**src/rtl/instr_encoder_pkg.sv**
```systemverilog
// Shared widths, op-index numbering (also used by the decoder), RV32I major opcodes
// and field-packing helpers for the instruction encoder.
package instr_encoder_pkg;

  localparam int width   = 32;
  localparam int OPWIDTH = 6;

  typedef enum logic [OPWIDTH-1:0] {
    OP_LUI, OP_AUIPC, OP_JAL, OP_JALR,
    OP_BEQ, OP_BNE, OP_BLT, OP_BGE, OP_BLTU, OP_BGEU,
    OP_LB, OP_LH, OP_LW, OP_LBU, OP_LHU,
    OP_SB, OP_SH, OP_SW,
    OP_ADDI, OP_SLTI, OP_SLTIU, OP_XORI, OP_ORI, OP_ANDI, OP_SLLI, OP_SRLI, OP_SRAI,
    OP_ADD, OP_SUB, OP_SLL, OP_SLT, OP_SLTU, OP_XOR, OP_SRL, OP_SRA, OP_OR, OP_AND,
    OP_FENCE, OP_ECALL, OP_EBREAK,
    OP_RSVD40, OP_RSVD41
  } op_e;

  localparam logic [6:0] OPC_LUI    = 7'b0110111;
  localparam logic [6:0] OPC_AUIPC  = 7'b0010111;
  localparam logic [6:0] OPC_JAL    = 7'b1101111;
  localparam logic [6:0] OPC_JALR   = 7'b1100111;
  localparam logic [6:0] OPC_BRANCH = 7'b1100011;
  localparam logic [6:0] OPC_LOAD   = 7'b0000011;
  localparam logic [6:0] OPC_STORE  = 7'b0100011;
  localparam logic [6:0] OPC_OPIMM  = 7'b0010011;
  localparam logic [6:0] OPC_OP     = 7'b0110011;
  localparam logic [6:0] OPC_FENCE  = 7'b0001111;
  localparam logic [6:0] OPC_SYSTEM = 7'b1110011;

  localparam logic [6:0] F7_BASE = 7'b0000000;
  localparam logic [6:0] F7_ALT  = 7'b0100000;

  function automatic logic [2:0] funct3_of(input logic [OPWIDTH-1:0] op);
    logic [2:0] f;
    f = 3'b000;
    case (op)
      OP_BNE, OP_LH, OP_SH, OP_SLLI, OP_SLL:                f = 3'b001;
      OP_LW, OP_SW, OP_SLTI, OP_SLT:                        f = 3'b010;
      OP_SLTIU, OP_SLTU:                                    f = 3'b011;
      OP_BLT, OP_LBU, OP_XORI, OP_XOR:                      f = 3'b100;
      OP_BGE, OP_LHU, OP_SRLI, OP_SRAI, OP_SRL, OP_SRA:     f = 3'b101;
      OP_BLTU, OP_ORI, OP_OR:                               f = 3'b110;
      OP_BGEU, OP_ANDI, OP_AND:                             f = 3'b111;
      default:                                              f = 3'b000;
    endcase
    return f;
  endfunction

  function automatic logic [31:0] enc_r(input logic [6:0] f7, input logic [4:0] rs2,
                                        input logic [4:0] rs1, input logic [2:0] f3,
                                        input logic [4:0] rd, input logic [6:0] opc);
    return {f7, rs2, rs1, f3, rd, opc};
  endfunction

  function automatic logic [31:0] enc_i(input logic [11:0] imm, input logic [4:0] rs1,
                                        input logic [2:0] f3, input logic [4:0] rd,
                                        input logic [6:0] opc);
    return {imm, rs1, f3, rd, opc};
  endfunction

  function automatic logic [31:0] enc_s(input logic [11:0] imm, input logic [4:0] rs2,
                                        input logic [4:0] rs1, input logic [2:0] f3,
                                        input logic [6:0] opc);
    return {imm[11:5], rs2, rs1, f3, imm[4:0], opc};
  endfunction

  function automatic logic [31:0] enc_b(input logic [12:1] imm, input logic [4:0] rs2,
                                        input logic [4:0] rs1, input logic [2:0] f3,
                                        input logic [6:0] opc);
    return {imm[12], imm[10:5], rs2, rs1, f3, imm[4:1], imm[11], opc};
  endfunction

  function automatic logic [31:0] enc_u(input logic [19:0] imm, input logic [4:0] rd,
                                        input logic [6:0] opc);
    return {imm, rd, opc};
  endfunction

  function automatic logic [31:0] enc_j(input logic [20:1] imm, input logic [4:0] rd,
                                        input logic [6:0] opc);
    return {imm[20], imm[10:1], imm[11], imm[19:12], rd, opc};
  endfunction

endpackage

```
**src/rtl/instr_enc_comb.sv**
```systemverilog
// Combinational op/fields -> RV32I word plus legality flag.
// Define ENC_RANGE_CHECK_EN to also reject immediates that do not fit their format.
module instr_enc_comb
  import instr_encoder_pkg::*;
(
  input  logic [OPWIDTH-1:0] op,
  input  logic [4:0]         rd,
  input  logic [4:0]         rs1,
  input  logic [4:0]         rs2,
  input  logic [31:0]        imm,
  output logic [width-1:0]   word,
  output logic               legal
);

`ifdef ENC_RANGE_CHECK_EN
  localparam bit RANGE_CHECK = 1'b1;
`else
  localparam bit RANGE_CHECK = 1'b0;
`endif

  logic       i_ok, b_ok, j_ok, sh_ok, u_ok;
  logic [2:0] f3;

  // Sign-extension tests: every bit above the field's sign bit must match it.
  assign i_ok  = (imm[31:11] == '0) || (imm[31:11] == '1);
  assign b_ok  = !imm[0] && ((imm[31:12] == '0) || (imm[31:12] == '1));
  assign j_ok  = !imm[0] && ((imm[31:20] == '0) || (imm[31:20] == '1));
  assign sh_ok = (imm[31:5] == '0);
  assign u_ok  = (imm[31:20] == '0);

  always_comb begin
    word  = '0;
    legal = 1'b1;
    f3    = funct3_of(op);
    case (op)
      OP_LUI: begin
        word  = enc_u(imm[19:0], rd, OPC_LUI);
        legal = !RANGE_CHECK || u_ok;
      end
      OP_AUIPC: begin
        word  = enc_u(imm[19:0], rd, OPC_AUIPC);
        legal = !RANGE_CHECK || u_ok;
      end
      OP_JAL: begin
        word  = enc_j(imm[20:1], rd, OPC_JAL);
        legal = !RANGE_CHECK || j_ok;
      end
      OP_JALR: begin
        word  = enc_i(imm[11:0], rs1, 3'b000, rd, OPC_JALR);
        legal = !RANGE_CHECK || i_ok;
      end
      OP_BEQ, OP_BNE, OP_BLT, OP_BGE, OP_BLTU, OP_BGEU: begin
        word  = enc_b(imm[12:1], rs2, rs1, f3, OPC_BRANCH);
        legal = !RANGE_CHECK || b_ok;
      end
      OP_LB, OP_LH, OP_LW, OP_LBU, OP_LHU: begin
        word  = enc_i(imm[11:0], rs1, f3, rd, OPC_LOAD);
        legal = !RANGE_CHECK || i_ok;
      end
      OP_SB, OP_SH, OP_SW: begin
        word  = enc_s(imm[11:0], rs2, rs1, f3, OPC_STORE);
        legal = !RANGE_CHECK || i_ok;
      end
      OP_ADDI, OP_SLTI, OP_SLTIU, OP_XORI, OP_ORI, OP_ANDI: begin
        word  = enc_i(imm[11:0], rs1, f3, rd, OPC_OPIMM);
        legal = !RANGE_CHECK || i_ok;
      end
      OP_SLLI, OP_SRLI: begin
        word  = enc_r(F7_BASE, imm[4:0], rs1, f3, rd, OPC_OPIMM);
        legal = !RANGE_CHECK || sh_ok;
      end
      OP_SRAI: begin
        word  = enc_r(F7_ALT, imm[4:0], rs1, f3, rd, OPC_OPIMM);
        legal = !RANGE_CHECK || sh_ok;
      end
      OP_ADD, OP_SLL, OP_SLT, OP_SLTU, OP_XOR, OP_SRL, OP_OR, OP_AND:
        word = enc_r(F7_BASE, rs2, rs1, f3, rd, OPC_OP);
      OP_SUB, OP_SRA:
        word = enc_r(F7_ALT, rs2, rs1, f3, rd, OPC_OP);
      OP_FENCE:
        word = enc_i({4'b0000, imm[7:0]}, 5'd0, 3'b000, 5'd0, OPC_FENCE);
      OP_ECALL:
        word = enc_i(12'h000, 5'd0, 3'b000, 5'd0, OPC_SYSTEM);
      OP_EBREAK:
        word = enc_i(12'h001, 5'd0, 3'b000, 5'd0, OPC_SYSTEM);
      default: begin
        word  = '0;
        legal = 1'b0;
      end
    endcase
  end

endmodule

```
**src/rtl/instr_encoder.sv**
```systemverilog
// Encodes op requests into RV32I words, queues them in a 2-entry buffer and tags each
// with an auto-incrementing byte address; rejected requests pulse err and bump err_count.
module instr_encoder
  import instr_encoder_pkg::*;
#(
  parameter int          ADDR_W    = 12,
  parameter int unsigned BASE_ADDR = 0
) (
  input  logic               clk,
  input  logic               reset,
  input  logic               in_valid,
  output logic               in_ready,
  input  logic [OPWIDTH-1:0] in_op,
  input  logic [4:0]         in_rd,
  input  logic [4:0]         in_rs1,
  input  logic [4:0]         in_rs2,
  input  logic [31:0]        in_imm,
  input  logic               restart,
  output logic               out_valid,
  input  logic               out_ready,
  output logic [width-1:0]   out_instr,
  output logic [ADDR_W-1:0]  out_addr,
  output logic               err,
  output logic [7:0]         err_count
);

  logic [width-1:0]  enc_word;
  logic              enc_legal;
  logic [width-1:0]  slot0, slot1;
  logic [1:0]        count;
  logic [ADDR_W-1:0] addr;
  logic              accept, push, pop, reject;

  instr_enc_comb u_enc (
    .op    (in_op),
    .rd    (in_rd),
    .rs1   (in_rs1),
    .rs2   (in_rs2),
    .imm   (in_imm),
    .word  (enc_word),
    .legal (enc_legal)
  );

  assign in_ready  = (count < 2'd2);
  assign out_valid = (count != 2'd0);
  assign out_instr = slot0;
  assign out_addr  = addr;

  assign accept = in_valid && in_ready;
  assign push   = accept && enc_legal;
  assign reject = accept && !enc_legal;
  assign pop    = out_valid && out_ready;

  // slot0 is always the head; a push that coincides with a pop lands directly in slot0.
  always_ff @(posedge clk or posedge reset) begin
    if (reset) begin
      count <= 2'd0;
      slot0 <= '0;
      slot1 <= '0;
    end else begin
      case ({push, pop})
        2'b10: begin
          if (count == 2'd0) slot0 <= enc_word;
          else               slot1 <= enc_word;
          count <= count + 2'd1;
        end
        2'b01: begin
          slot0 <= slot1;
          count <= count - 2'd1;
        end
        2'b11: slot0 <= enc_word;
        default: ;
      endcase
    end
  end

  always_ff @(posedge clk or posedge reset) begin
    if (reset)        addr <= ADDR_W'(BASE_ADDR);
    else if (restart) addr <= ADDR_W'(BASE_ADDR);
    else if (pop)     addr <= addr + ADDR_W'(4);
  end

  always_ff @(posedge clk or posedge reset) begin
    if (reset) begin
      err       <= 1'b0;
      err_count <= 8'd0;
    end else begin
      err <= reject;
      if (reject && (err_count != 8'hFF)) err_count <= err_count + 8'd1;
    end
  end

endmodule
```
**config.mk**
```make
export PLATFORM = sky130hd
export DESIGN_NAME = instr_encoder
export DESIGN_NICKNAME = d
export VERILOG_FILES = /design/src/rtl/instr_encoder_pkg.sv /design/src/rtl/instr_enc_comb.sv /design/src/rtl/instr_encoder.sv
export SDC_FILE = /design/constraint.sdc
export NUM_CORES = 1
export LEC_CHECK = 0
export BUFFER_PORTS_ARGS = -buffer_cell sky130_fd_sc_hd__buf_4
export CAP_MARGIN = 25
export CELL_PAD_IN_SITES_DETAIL_PLACEMENT = 1
export CELL_PAD_IN_SITES_GLOBAL_PLACEMENT = 1
export CORE_MARGIN = 2
export CORE_UTILIZATION = 44
export CTS_CLUSTER_DIAMETER = 120
export DETAILED_ROUTE_END_ITERATION = 8
export PLACE_DENSITY = 0.84
export REMOVE_ABC_BUFFERS = 1
export SLEW_MARGIN = 20
export SYNTH_ARGS = -nofsm -noshare
export SYNTH_HDL_FRONTEND = slang
export SYNTH_SLANG_ARGS = --single-unit
```
**constraint.sdc**
```tcl
create_clock -name clk -period 5.26 [get_ports clk]
set_input_delay 0.263 -clock clk [delete_from_list [all_inputs] [get_ports clk]]
set_output_delay 0.263 -clock clk [all_outputs]
set_load 0.02 [all_outputs]
```
==> report_table.html <==
<table>
<tr><th>Metric</th><th>Value</th></tr>
<tr><th colspan="2">Status</th></tr>
<tr><td>Status</td><td>finished clean</td></tr>
<tr><th colspan="2">Critical path</th></tr>
<tr><td>Data required time of the worst path</td><td>~5.5 ns</td></tr>
<tr><td>Highest fanout seen on the critical path</td><td>29</td></tr>
<tr><td>Kind of launch point of the worst setup path</td><td>input pin</td></tr>
<tr><td>Endpoint of the lowest-slack register-to-register path</td><td>out_instr[17]</td></tr>
<tr><td>Stage delay of the slowest cell on the critical path</td><td>just under 0.6 ns</td></tr>
<tr><td>Classification of the worst setup path</td><td>input pin to flip-flop</td></tr>
<tr><td>Startpoint of the lowest-slack register-to-register path</td><td>count[0]</td></tr>
<tr><td>Worst path slowest cell</td><td>sky130_fd_sc_hd__or4_1</td></tr>
<tr><td>Data arrival time of the worst path</td><td>~4.2 ns</td></tr>
<tr><td>Number of cells on the worst reg-to-reg path</td><td>9</td></tr>
<tr><td>Series of cell instances along the critical path</td><td>buf_4 &gt; inv_1 &gt; ha_1 &gt; or4_1 &gt; a21oi_1 &gt; nand3_1 &gt; or3_1 &gt; nand2_1 &gt; ha_2 &gt; buf_4 &gt; buf_4 &gt; nand2b_1 &gt; o31a_1 &gt; mux2_4</td></tr>
<tr><td>Cell family with the largest share of critical-path delay</td><td>simple AND/OR/NAND/NOR gates</td></tr>
<tr><td>Crit path capture type</td><td>flip-flop</td></tr>
<tr><td>Setup slack of the worst register-to-register path</td><td>~2.4 ns</td></tr>
<tr><td>Combined buffer and inverter count along the critical path</td><td>4</td></tr>
<tr><td>Crit path top cell by count</td><td>sky130_fd_sc_hd__buf_4</td></tr>
<tr><th colspan="2">Die</th></tr>
<tr><td>DIE HEIGHT</td><td>~110 um</td></tr>
<tr><td>Area of the core</td><td>~11000 um2</td></tr>
<tr><td>Number of cell rows</td><td>38</td></tr>
<tr><td>Die ar.</td><td>approximately 12000 um2</td></tr>
<tr><td>IO Pins</td><td>113</td></tr>
<tr><td>Die width</td><td>110 um</td></tr>
<tr><td>Initial Util</td><td>45.5%</td></tr>
<tr><th colspan="2">Finish</th></tr>
<tr><td>Final-stage net count</td><td>about 690</td></tr>
<tr><td>ANT cells</td><td>0</td></tr>
<tr><td>Fraction of layout cells with a size suffix above 1</td><td>27.9%</td></tr>
<tr><td>Count of fill cells added during filler insertion</td><td>around 1300</td></tr>
<tr><td>Layout overhead on the synthesized area</td><td>22.0%</td></tr>
<tr><td>Area of all placed cells without fillers</td><td>~6100 um2</td></tr>
<tr><td>Multi-input gate area</td><td>roughly 2700 um2</td></tr>
<tr><td>Storage cell area</td><td>about 2100 um2</td></tr>
<tr><th colspan="2">Logic synthesis</th></tr>
<tr><td>Seq/Total Area, Yosys</td><td>41.7%</td></tr>
<tr><td>Primary flip-flop cell chosen by synthesis mapping</td><td>sky130_fd_sc_hd__dfrtp_1</td></tr>
<tr><td>Count of mapped cells out of synthesis</td><td>around 540</td></tr>
<tr><td>Dominant cell type by area after synthesis</td><td>sky130_fd_sc_hd__dfrtp_1</td></tr>
<tr><td>Cell types occupying the most area after synthesis</td><td>sky130_fd_sc_hd__dfrtp_1 (42%), sky130_fd_sc_hd__mux2_2 (8.1%), sky130_fd_sc_hd__nand2_1 (4.7%), sky130_fd_sc_hd__o21ai_0 (4.4%), sky130_fd_sc_hd__nor2_1 (2.9%)</td></tr>
<tr><td>Most common library cells after synthesis</td><td>sky130_fd_sc_hd__dfrtp_1 (83), sky130_fd_sc_hd__nand2_1 (62), sky130_fd_sc_hd__o21ai_0 (44)</td></tr>
<tr><td>Area of the mapped netlist</td><td>approximately 5000 um2</td></tr>
<tr><td>Area share of the largest cell type after synthesis</td><td>between 40% and 50%</td></tr>
<tr><td>Post-synth EDFFs</td><td>0</td></tr>
<tr><td>Post-synthesis cell type count</td><td>60</td></tr>
<tr><td>Cell with the most instances after synthesis</td><td>sky130_fd_sc_hd__dfrtp_1</td></tr>
<tr><td>Synthesized flop and latch total</td><td>just over 80</td></tr>
<tr><td>Yosys warnings</td><td>0</td></tr>
<tr><td>Mean Syn Cell Area</td><td>about 9.3 um2</td></tr>
<tr><td>Share of synthesized registers carrying an async set or reset</td><td>100%</td></tr>
<tr><th colspan="2">Drt</th></tr>
<tr><td>Vias/cell</td><td>5.77</td></tr>
<tr><td>Detailed Route Iter0 Violations</td><td>229</td></tr>
<tr><td>Routed via count</td><td>between 4000 and 5000</td></tr>
<tr><td>First-pass DRT Iterations</td><td>4</td></tr>
<tr><td>Post-detailed-route wirelength per cell</td><td>19.6 um</td></tr>
<tr><td>Residual antenna-violating net count after detailed routing</td><td>0</td></tr>
<tr><td>Detailed-route wire length</td><td>14.9 mm</td></tr>
<tr><td>Drc violations</td><td>0</td></tr>
<tr><th colspan="2">STA</th></tr>
<tr><td>Final Worst Setup Slack</td><td>roughly 1.3 ns</td></tr>
<tr><td>Setup repair after global routing missed its margin</td><td>no</td></tr>
<tr><td>Accumulated negative setup slack</td><td>0 ns</td></tr>
<tr><td>Worst Hold Slack</td><td>between 0.1 and 0.15 ns</td></tr>
<tr><td>Period minus WS final</td><td>roughly 4.0 ns</td></tr>
<tr><td>Max-Slew Margin vs Limit</td><td>23.5%</td></tr>
<tr><td>Final Hold Viols</td><td>0</td></tr>
<tr><td>Max-slew violations</td><td>0</td></tr>
<tr><td>Final setup vio count</td><td>0</td></tr>
<tr><td>Skew final</td><td>approximately 0.0042 ns</td></tr>
<tr><td>Fmax</td><td>between 200 and 250 MHz</td></tr>
<tr><td>Fraction of the cycle the final worst path needs</td><td>between 70% and 80%</td></tr>
<tr><td>Pin slew with the least headroom to its limit</td><td>between 1 and 1.5 ns</td></tr>
<tr><th colspan="2">Place</th></tr>
<tr><td>HPWL after detailed placement</td><td>roughly 11 mm</td></tr>
<tr><td>Final weighted congestion in routability-driven placement</td><td>roughly 0.92</td></tr>
<tr><td>Placed Area</td><td>5810 um2</td></tr>
<tr><td>Post-placement worst setup slack</td><td>0.907 ns</td></tr>
<tr><td>Count of buffers from port buffering</td><td>slightly below 100</td></tr>
<tr><th colspan="2">CTS</th></tr>
<tr><td>Clock tree from TritonCTS</td><td>yes</td></tr>
<tr><td>CTS Sinks</td><td>83</td></tr>
<tr><td>Insertion delay of the later-clocked pin in the worst-skew pair</td><td>about 0.35 ns</td></tr>
<tr><td>Max Root-Sink Buffers</td><td>2</td></tr>
<tr><td>Post-CTS Setup Repair Bufs</td><td>0</td></tr>
<tr><td>Clock root buffer</td><td>sky130_fd_sc_hd__clkbuf_16</td></tr>
<tr><td>Count of cells resized by post-cts repair</td><td>0</td></tr>
<tr><td>Number of hold-repair buffers added at the cts stage</td><td>0</td></tr>
<tr><td>Cts bufs inserted</td><td>9</td></tr>
<tr><td>Clk pin slew, worst setup/hold paths</td><td>about 0.060 ns</td></tr>
<tr><td># H-tree levels</td><td>3</td></tr>
<tr><th colspan="2">Global route</th></tr>
<tr><td>Vias in the first global route</td><td>4627</td></tr>
<tr><td>Global Route Usage Sum</td><td>between 20 and 30%</td></tr>
<tr><td>Remaining Overflow, GRT</td><td>0</td></tr>
<tr><td>Number of antenna violations at the first check in global routing</td><td>0</td></tr>
<tr><td>Wire length of the first global-routing pass</td><td>between 20 and 25 mm</td></tr>
<tr><td>Largest net degree at the start of global routing</td><td>53</td></tr>
<tr><th colspan="2">Hold path</th></tr>
<tr><td>Worst min-delay path category</td><td>input pin to async pin</td></tr>
<tr><th colspan="2">Pwr</th></tr>
<tr><td>Maximum VDD drop</td><td>0.230 mV</td></tr>
<tr><td>Power per unit of standard cell area</td><td>about 450 nW/um2</td></tr>
<tr><td>Leakage</td><td>0.00282 uW</td></tr>
<tr><th colspan="2">Flow run</th></tr>
<tr><td>Max-Cap Viols</td><td>0</td></tr>
</table>
## layout by cell type, fill, tap and decap left out, types with 3 or more instances in the layout
| cell type | Yosys | final |
|---|---|---|
| sky130_fd_sc_hd__a21boi_0 | 14 | 14 |
| sky130_fd_sc_hd__a21oi_1 | 25 | 25 |
| sky130_fd_sc_hd__a221o_1 | 9 | 9 |
| sky130_fd_sc_hd__a22oi_1 | 15 | 15 |
| sky130_fd_sc_hd__a31oi_1 | 5 | 5 |
| sky130_fd_sc_hd__and2_1 | 3 | 3 |
| sky130_fd_sc_hd__and3_1 | 5 | 5 |
| sky130_fd_sc_hd__buf_4 | 6 | 108 |
| sky130_fd_sc_hd__clkbuf_16 | 0 | 9 |
| sky130_fd_sc_hd__dfrtp_1 | 83 | 83 |
| sky130_fd_sc_hd__ha_1 | 11 | 10 |
| sky130_fd_sc_hd__inv_1 | 20 | 19 |
| sky130_fd_sc_hd__mux2_2 | 36 | 36 |
| sky130_fd_sc_hd__mux2i_1 | 9 | 9 |
| sky130_fd_sc_hd__nand2_1 | 62 | 62 |
| sky130_fd_sc_hd__nand2b_1 | 11 | 11 |
| sky130_fd_sc_hd__nand3_1 | 10 | 10 |
| sky130_fd_sc_hd__nand3b_1 | 4 | 4 |
| sky130_fd_sc_hd__nor2_1 | 38 | 38 |
| sky130_fd_sc_hd__nor2b_1 | 9 | 9 |
| sky130_fd_sc_hd__nor3_1 | 9 | 8 |
| sky130_fd_sc_hd__o21ai_0 | 44 | 44 |
| sky130_fd_sc_hd__o22ai_1 | 3 | 3 |
| sky130_fd_sc_hd__or2_2 | 6 | 6 |
| sky130_fd_sc_hd__or3_1 | 3 | 3 |
| sky130_fd_sc_hd__xnor2_1 | 13 | 13 |
| sky130_fd_sc_hd__xor2_1 | 8 | 8 |
## flip-flops by register name, summed over array words and instances, names as in the netlist
name / flops
slot1: 31
out_addr: 10
err_count: 8
err: 1
out_instr: 31
count: 2
## tightest hold or removal path: cells and delay by family
family	cells	cell delay (ns)
buf+inv	3	0.69
## through the flow
| stage | std cells | total power [uW] | utilization (%) |
|---|---|---|---|
| 6_report | 761 | 2740 | 55.5 |
| 5_1_grt | 761 | 2910 | 55.5 |
| 4_1_cts | 761 | 2760 | 55.5 |
| 3_5_place_dp | 747 | 2170 | 53.2 |
| 3_3_place_gp | 746 | 2100 | 53.0 |
| 2_1_floorplan | 498 | 1690 | - |
## logic make-up (layout without fill, tap and decap cells)
logic type               after synthesis  count (layout)  synth area share [%]
AND/OR/NAND/NOR                      173             173                  17.1
AO/OA/AOI/OAI                        141             141                  18.7
flip-flops                            83              83                  41.7
buffers and inverters                 58             143                  5.40
multiplexers                          47              47                  10.6
XOR/XNOR                              21              21                  3.69
adder cells (fa/ha/maj)               11              11                  2.76
other                                  1               2                0.0753
## worst max-delay path by stage
stage                        start             to  cells past startpoint
after floorplan           in_op[1]  out_instr[10]                      8
after CTS                 in_op[0]  out_instr[22]                     14
after detailed placement  in_op[0]  out_instr[22]                     14
final                     in_op[0]  out_instr[22]                     14
after global placement    in_op[0]  out_instr[22]                     14
after global routing      in_op[0]  out_instr[22]                     15
## power breakdown
| part | total [uW] | internal (uW) | switching [uW] |
|---|---|---|---|
| sequential | 1020 | 869 | 154 |
| clock | 578 | 328 | 250 |
| combinational | 1130 | 513 | 622 |
| total | 2740 | 1710 | 1030 |
## per-layer routing
metal,vias to the layer above,routed length [um],track usage (%)
met5,-,0,0
met4,0,282,9.82
met3,21,793,4.00
met2,137,7390,44.2
met1,2183,6410,32.7
li1,2049,-,-
## area by class of cell
| type | instances | area share [%] |
|---|---|---|
| inverter | 20 | 1.26 |
| tap | 140 | 2.88 |
| clock buffer | 12 | 4.06 |
| clock inverter | 2 | 0.227 |
| sequential | 83 | 34.2 |
| multi-input combinational | 395 | 43.7 |
| timing repair buffer | 109 | 13.7 |
Power figures use the tool's default switching activity.
